$ cat src/rtl/multi_button_debounce_pkg.sv
// -----------------------------------------------------------------------------
// multi_button_debounce_pkg
//
// Shared definitions for the multi-channel button debouncer:
//   - count_width(): bits needed to hold a count of 0..max_value (min 1 bit)
//   - max_of():      larger of two integers, for sizing shared counters
//   - pulse_t:       the registered per-channel edge pulses
//
// Optional feature macro used by the design: MULTI_BUTTON_DEBOUNCE_REPEAT_EN
// -----------------------------------------------------------------------------
package multi_button_debounce_pkg;

    // Equivalent to $clog2(max_value + 1), but never returns zero.
    function automatic int count_width(input int max_value);
        return (max_value <= 0) ? 1 : $clog2(max_value + 1);
    endfunction

    function automatic int max_of(input int a, input int b);
        return (a > b) ? a : b;
    endfunction

    typedef struct packed {
        logic went_active;
        logic went_inactive;
        logic changed;
    } pulse_t;

endpackage

$ cat src/rtl/multi_button_debounce_channel.sv
// -----------------------------------------------------------------------------
// multi_button_debounce_channel
//
// One debounced input: polarity correction, METASTABLE_CLOCK_PERIODS-deep
// synchroniser, saturating stability counter, debounced level and registered
// one-cycle edge pulses. With MULTI_BUTTON_DEBOUNCE_REPEAT_EN defined it also
// produces hold-to-repeat pulses; otherwise repeat_pulse is tied to 0.
//
// Ports:
//   clock          system clock, all state on posedge
//   reset_n        asynchronous active-low reset
//   raw            raw asynchronous input
//   state          debounced level, 1 = active
//   went_active    1-cycle pulse on accepted inactive->active
//   went_inactive  1-cycle pulse on accepted active->inactive
//   changed        1-cycle pulse on any accepted change
//   repeat_pulse   1-cycle auto-repeat pulse while held active
// -----------------------------------------------------------------------------
module multi_button_debounce_channel
    import multi_button_debounce_pkg::*;
#(
    parameter int DEBOUNCE_CLOCK_PERIODS   = 20,
    parameter int METASTABLE_CLOCK_PERIODS = 3,
    parameter bit ACTIVE_LOW               = 1'b0,
    parameter int HOLD_CLOCK_PERIODS       = 1000,
    parameter int REPEAT_CLOCK_PERIODS     = 250
) (
    input  logic clock,
    input  logic reset_n,
    input  logic raw,
    output logic state,
    output logic went_active,
    output logic went_inactive,
    output logic changed,
    output logic repeat_pulse
);

    // Parameter range checks, reported at elaboration.
    if (DEBOUNCE_CLOCK_PERIODS < 1) begin : g_bad_debounce
        $error("DEBOUNCE_CLOCK_PERIODS must be >= 1");
    end
    if (METASTABLE_CLOCK_PERIODS < 2) begin : g_bad_metastable
        $error("METASTABLE_CLOCK_PERIODS must be >= 2");
    end
    if (HOLD_CLOCK_PERIODS < 1 || REPEAT_CLOCK_PERIODS < 1) begin : g_bad_repeat
        $error("HOLD_CLOCK_PERIODS and REPEAT_CLOCK_PERIODS must be >= 1");
    end

    localparam int CNT_W = count_width(DEBOUNCE_CLOCK_PERIODS);
    localparam logic [CNT_W-1:0] CNT_LAST = CNT_W'(DEBOUNCE_CLOCK_PERIODS - 1);

    logic [METASTABLE_CLOCK_PERIODS-1:0] sync_q;
    logic [CNT_W-1:0]                    cnt_q;
    logic                                state_q;
    pulse_t                              pulse_q;

    logic sample;
    logic mismatch;
    logic accept;

    // Polarity is corrected before the synchroniser so that reset (all flops
    // 0) already matches an idle input of either polarity: no spurious edge.
    // NOTE: sequential state uses non-blocking assignments so every flop
    // samples the pre-edge value of its neighbours, as real flops do.
    always_ff @(posedge clock or negedge reset_n) begin
        if (!reset_n) begin
            sync_q <= '0;
        end else begin
            sync_q <= {sync_q[METASTABLE_CLOCK_PERIODS-2:0], raw ^ ACTIVE_LOW};
        end
    end

    assign sample   = sync_q[METASTABLE_CLOCK_PERIODS-1];
    assign mismatch = (sample != state_q);
    assign accept   = mismatch && (cnt_q == CNT_LAST);

    // Any sample agreeing with the current level restarts the count, so only
    // DEBOUNCE_CLOCK_PERIODS consecutive disagreeing samples flip the state.
    always_ff @(posedge clock or negedge reset_n) begin
        if (!reset_n) begin
            cnt_q   <= '0;
            state_q <= 1'b0;
            pulse_q <= '0;
        end else begin
            if (!mismatch || accept) begin
                cnt_q <= '0;
            end else begin
                cnt_q <= cnt_q + CNT_W'(1);
            end
            if (accept) begin
                state_q <= sample;
            end
            pulse_q <= '{went_active:   accept &  sample,
                         went_inactive: accept & ~sample,
                         changed:       accept};
        end
    end

    assign state         = state_q;
    assign went_active   = pulse_q.went_active;
    assign went_inactive = pulse_q.went_inactive;
    assign changed       = pulse_q.changed;

`ifdef MULTI_BUTTON_DEBOUNCE_REPEAT_EN
    localparam int HOLD_W = count_width(max_of(HOLD_CLOCK_PERIODS, REPEAT_CLOCK_PERIODS));
    localparam logic [HOLD_W-1:0] HOLD_LAST   = HOLD_W'(HOLD_CLOCK_PERIODS - 1);
    localparam logic [HOLD_W-1:0] REPEAT_LAST = HOLD_W'(REPEAT_CLOCK_PERIODS - 1);

    logic [HOLD_W-1:0] hold_cnt_q;
    logic              repeating_q;   // first repeat already issued
    logic              repeat_q;

    // Counting runs only while the level is held active and no change is
    // being accepted; a release edge therefore suppresses any coincident
    // repeat, and the activation edge restarts the hold interval.
    always_ff @(posedge clock or negedge reset_n) begin
        if (!reset_n) begin
            hold_cnt_q  <= '0;
            repeating_q <= 1'b0;
            repeat_q    <= 1'b0;
        end else if (!state_q || accept) begin
            hold_cnt_q  <= '0;
            repeating_q <= 1'b0;
            repeat_q    <= 1'b0;
        end else if (hold_cnt_q == (repeating_q ? REPEAT_LAST : HOLD_LAST)) begin
            hold_cnt_q  <= '0;
            repeating_q <= 1'b1;
            repeat_q    <= 1'b1;
        end else begin
            hold_cnt_q  <= hold_cnt_q + HOLD_W'(1);
            repeat_q    <= 1'b0;
        end
    end

    assign repeat_pulse = repeat_q;
`else
    assign repeat_pulse = 1'b0;
`endif

endmodule

$ cat src/rtl/multi_button_debounce.sv
// -----------------------------------------------------------------------------
// multi_button_debounce
//
// CHANNELS independent button debouncers in the single system clock domain.
// Each raw input is polarity-corrected (ACTIVE_LOW_MASK), synchronised and
// filtered; the top only replicates the channel and OR-reduces the change
// pulses into any_just_changed.
//
// Optional feature: define MULTI_BUTTON_DEBOUNCE_REPEAT_EN to enable
// hold-to-repeat pulses on button_repeat (HOLD_/REPEAT_CLOCK_PERIODS);
// without it button_repeat is constant 0.
//
// Ports:
//   clock                      system clock
//   reset_n                    asynchronous active-low reset
//   button_raw[CHANNELS]       raw asynchronous inputs
//   button_state[CHANNELS]     debounced levels, 1 = active
//   button_just_went_active    1-cycle pulse per channel on accepted press
//   button_just_went_inactive  1-cycle pulse per channel on accepted release
//   button_just_changed        OR of the two pulses, per channel
//   any_just_changed           OR-reduction of button_just_changed
//   button_repeat              1-cycle auto-repeat pulses per channel
// -----------------------------------------------------------------------------
module multi_button_debounce
    import multi_button_debounce_pkg::*;
#(
    parameter int                  CHANNELS                 = 4,
    parameter int                  DEBOUNCE_CLOCK_PERIODS   = 20,
    parameter int                  METASTABLE_CLOCK_PERIODS = 3,
    parameter logic [CHANNELS-1:0] ACTIVE_LOW_MASK          = '0,
    parameter int                  HOLD_CLOCK_PERIODS       = 1000,
    parameter int                  REPEAT_CLOCK_PERIODS     = 250
) (
    input  logic                clock,
    input  logic                reset_n,
    input  logic [CHANNELS-1:0] button_raw,
    output logic [CHANNELS-1:0] button_state,
    output logic [CHANNELS-1:0] button_just_went_active,
    output logic [CHANNELS-1:0] button_just_went_inactive,
    output logic [CHANNELS-1:0] button_just_changed,
    output logic                any_just_changed,
    output logic [CHANNELS-1:0] button_repeat
);

    if (CHANNELS < 1) begin : g_bad_channels
        $error("CHANNELS must be >= 1");
    end

    for (genvar i = 0; i < CHANNELS; i++) begin : g_channel
        multi_button_debounce_channel #(
            .DEBOUNCE_CLOCK_PERIODS  (DEBOUNCE_CLOCK_PERIODS),
            .METASTABLE_CLOCK_PERIODS(METASTABLE_CLOCK_PERIODS),
            .ACTIVE_LOW              (ACTIVE_LOW_MASK[i]),
            .HOLD_CLOCK_PERIODS      (HOLD_CLOCK_PERIODS),
            .REPEAT_CLOCK_PERIODS    (REPEAT_CLOCK_PERIODS)
        ) u_channel (
            .clock        (clock),
            .reset_n      (reset_n),
            .raw          (button_raw[i]),
            .state        (button_state[i]),
            .went_active  (button_just_went_active[i]),
            .went_inactive(button_just_went_inactive[i]),
            .changed      (button_just_changed[i]),
            .repeat_pulse (button_repeat[i])
        );
    end

    // Built from registered pulses, so it is itself a clean 1-cycle pulse.
    assign any_just_changed = |button_just_changed;

endmodule

$ cat config.mk
export PLATFORM = sky130hd
export DESIGN_NAME = multi_button_debounce
export DESIGN_NICKNAME = d
export VERILOG_FILES = /design/src/rtl/multi_button_debounce_pkg.sv /design/src/rtl/multi_button_debounce_channel.sv /design/src/rtl/multi_button_debounce.sv
export SDC_FILE = /design/constraint.sdc
export NUM_CORES = 1
export LEC_CHECK = 0
export CAP_MARGIN = 20
export CORE_MARGIN = 2
export CORE_UTILIZATION = 54
export DETAILED_ROUTE_END_ITERATION = 8
export GPL_TIMING_DRIVEN = 0
export MAX_ROUTING_LAYER = met4
export PLACE_DENSITY = 0.78
export SLEW_MARGIN = 10
export SYNTH_ARGS = -nofsm -noshare
export SYNTH_HDL_FRONTEND = slang
export SYNTH_SLANG_ARGS = --single-unit
$ cat constraint.sdc
create_clock -name clock -period 1.5 [get_ports clock]
set_clock_uncertainty 0.15 [all_clocks]
set_input_delay 0.15 -clock clock [delete_from_list [all_inputs] [get_ports clock]]
set_output_delay 0.15 -clock clock [all_outputs]
set_load 0.01 [all_outputs]
==> impl_metrics.toml, run 1 <==
[floorplanning]
ios = 27
start_util_pct = 56.2
num_rows = 22
core_mm2 = 0.00363
die_h_um = 65.5
die_area_mm2 = 0.00429
die_x_um = 65.5

[pwr]
power.density_mw_per_mm2 = 981
peakVddDrop_mv = 0.708
power.leakage_nw = 1.24

[worst_setup_path]
crit_chain = "or4_1 > buf_2"
worstSetupPathType = "reg -> out"
reg2regPathDepth = 3
start_kind = "flop"
endpoint_kind = "output pin"
worst_path_largest_cell_delay_ns = 0.52
path_max_fanout = 2
r2r_slack_ns = 0.08
slowest_stage = "or4_1"
crit_arrival_ns = 1.34
critPathRequiredTime_ns = 1.20

[synthesis]
synth_seq_cells = 48
syn_inst = 155
synth_seq_area_share_pct = 58.9
synthTopCellsByArea = "dfrtp_1, buf_4, nand4bb_4"
synth_top_cell_by_area = "dfrtp_1"
synth_cell_type_count = 24
avgSynthCellArea_um2 = 13.2
yosysTopAreaCellShare_pct = 58.9
yosysWarningCount = 0
syn-cell-area_mm2 = 0.00204

[global_route]
track_usage_pct = 16.5
overflow = 0
grt_first_pass_wirelength_um = 5320
grt_pass1_vias = 1234
antenna_found_initial = 0
grt_max_degree = 34

[placement]
port-buffer-count = 22
dp_hpwl_um = 2080
dp_worst_setup_slack_ns = -0.178
gp_congestion = 0.735

[final_layout]
area_growth_pct = 22.4
drive_above_1_share_pct = 25.6
nNetsFinal = 204
diodes = 0

[hold_path]
hold_path_depth = 1
hold_class = "in -> reg"

[clock_network]
cts_root_buf = "clkbuf_8"
clock-sinks = 48
cts_max_level = 2
clockBufferDepth = 2
clkTransAtPathRegs_ns = 0.08
cts_tree = "built"
numCtsBuffers = 5
worstSkewPairLatency_ns = 0.29

[drt]
routed_via_density = 4.86
via_count = 1181
drc_errors = 0
antenna_left = 0
routedWlPerCell_um = 11.7
drtIter0Drc = 42
wirelength_um = 2850
firstDrtPassIters = 4

[timing]
fin_tns_setup_ns = -0.142
rsz0062_at_grt = "true"
post-route-period-util_pct = 109
finalSetupViolCount = 1
whs_ns = 0.141
fin_ws_ns = -0.142
finalHoldViolCount = 0
finalCriticalPeriod_ns = 1.64
drv_slew = 0
max_freq_mhz = 609

[flow_run]
cap_violations = 0

[status]
violations = "negative setup slack"
status = "finished with violations"
final cells by class:
type / instances / area (µm²)
multi-input combinational: 88 / 698
tap: 48 / 60.1
clock buffer: 6 / 82.6
clock inverter: 2 / 38.8
inverter: 2 / 7.51
fill: 285 / 1130
timing repair buffer: 29 / 256
sequential: 48 / 1200
buffer: 20 / 150
power breakdown:
group / internal [mW] / switching, mW
clock: 0.545 / 0.400
sequential: 1.34 / 0.0343
combinational: 0.0686 / 0.0688
per-stage QoR:
step / total power [mW] / utilization [%] / cells / instance area (µm²)
CTS: 2.49 / 68.5 / 242 / 2490
finish: 2.45 / 68.8 / 243 / 2500
floorplan: 1.47 / - / 158 / 2050
global route: 2.56 / 68.8 / 243 / 2500
global placement: 1.52 / 64.2 / 228 / 2330
detailed placement: 1.53 / 64.6 / 229 / 2350
critical path, delay by kind of cell (launching register included):
| family | cells | cell delay [ns] |
|---|---|---|
| buf+inv | 1 | 0.15 |
| flops | 1 | 0.38 |
| simple gates | 1 | 0.52 |
logic make-up (layout without fill, tap and decap cells):
logic type	Yosys count	in the layout	synth area share [%]
AOI/OAI and AO/OA	8	8	2.76
xor gates and xnor gates	15	15	6.44
adders and majority gates	4	4	2.45
buffers and inverters	22	59	7.73
DFF	48	48	58.9
muxes	7	7	4.41
other	1	4	0.184
and+or+nand+nor	50	50	17.2
state kept, by name (all words and copies together), names as in the netlist:
register                           count
g_channel.u_channel.cnt_q             20
g_channel.u_channel.sync_q            12
g_channel.u_channel.changed            4
g_channel.u_channel.state              4
g_channel.u_channel.went_active        4
g_channel.u_channel.went_inactive      4
metal layers:
| layer | vias to the layer above | wire (µm) | GRT usage [%] |
|---|---|---|---|
| met4 | 0 | 38 | 5.99 |
| met3 | 5 | 118 | 3.08 |
| met2 | 23 | 1470 | 27.9 |
| met5 | - | 0 | - |
| li1 | 574 | - | - |
| met1 | 579 | 1220 | 19.9 |
worst paths after layout:
check                                                      start                                to
worst max-delay path              g_channel[1].u_channel.changed                  any_just_changed
max in group asynchronous                                reset_n   g_channel[3].u_channel.cnt_q[2]
min in group asynchronous                                reset_n   g_channel[1].u_channel.cnt_q[2]
worst max register to register   g_channel[2].u_channel.cnt_q[0]      g_channel[2].u_channel.state
worst min-delay path                               button_raw[1]  g_channel[1].u_channel.sync_q[0]
worst min register to register  g_channel[0].u_channel.sync_q[1]  g_channel[0].u_channel.sync_q[2]
placed cells by master (no fill, tap or decap), types with 6 or more instances in the layout:
cell type,count
buf_4,26
clkbuf_8,6
dfrtp_1,45
dlygate4sd2_1,15
nand2_1,6
nor2_1,17
nor3b_1,8
xnor2_1,8
xor2_1,7
cells in the mapped netlist, drive strengths merged:
| cell type | count |
|---|---|
| dfrtp | 48 |
| buf | 20 |
| nor2 | 17 |
| nor3b | 8 |
| xnor2 | 8 |
| xor2 | 7 |
| nand2 | 6 |
| ha | 4 |
| mux2 | 4 |
| nand2b | 4 |
| nand3 | 4 |
| nand4bb | 4 |
| a21oi | 3 |
| a32o | 3 |
| and3 | 3 |
| mux2i | 3 |
| inv | 2 |
| a31oi | 1 |
| conb | 1 |
| nand3b | 1 |
| nand4b | 1 |
| nor2b | 1 |
| o21ai | 1 |
| or4 | 1 |
repair_timing:
action	4_1_cts	5_1_grt
hold endpoints to repair	48	0
gates resized for setup	23	3
setup endpoints to repair	17	3
hold buffers	1	0
gates cloned	0	0
setup buffers	4	1
(Power assumes the default switching activity.)
==> run 2: changes to the inputs <==
--- a/config.mk
+++ b/config.mk
@@ -12,7 +12,7 @@
 export GPL_TIMING_DRIVEN = 0
 export MAX_ROUTING_LAYER = met4
 export PLACE_DENSITY = 0.78
-export SLEW_MARGIN = 10
+export SLEW_MARGIN = 20
 export SYNTH_ARGS = -nofsm -noshare
 export SYNTH_HDL_FRONTEND = slang
 export SYNTH_SLANG_ARGS = --single-unit
==> results of run 2 <==
Final layout, timing and power as in run 1 (identical DEF).
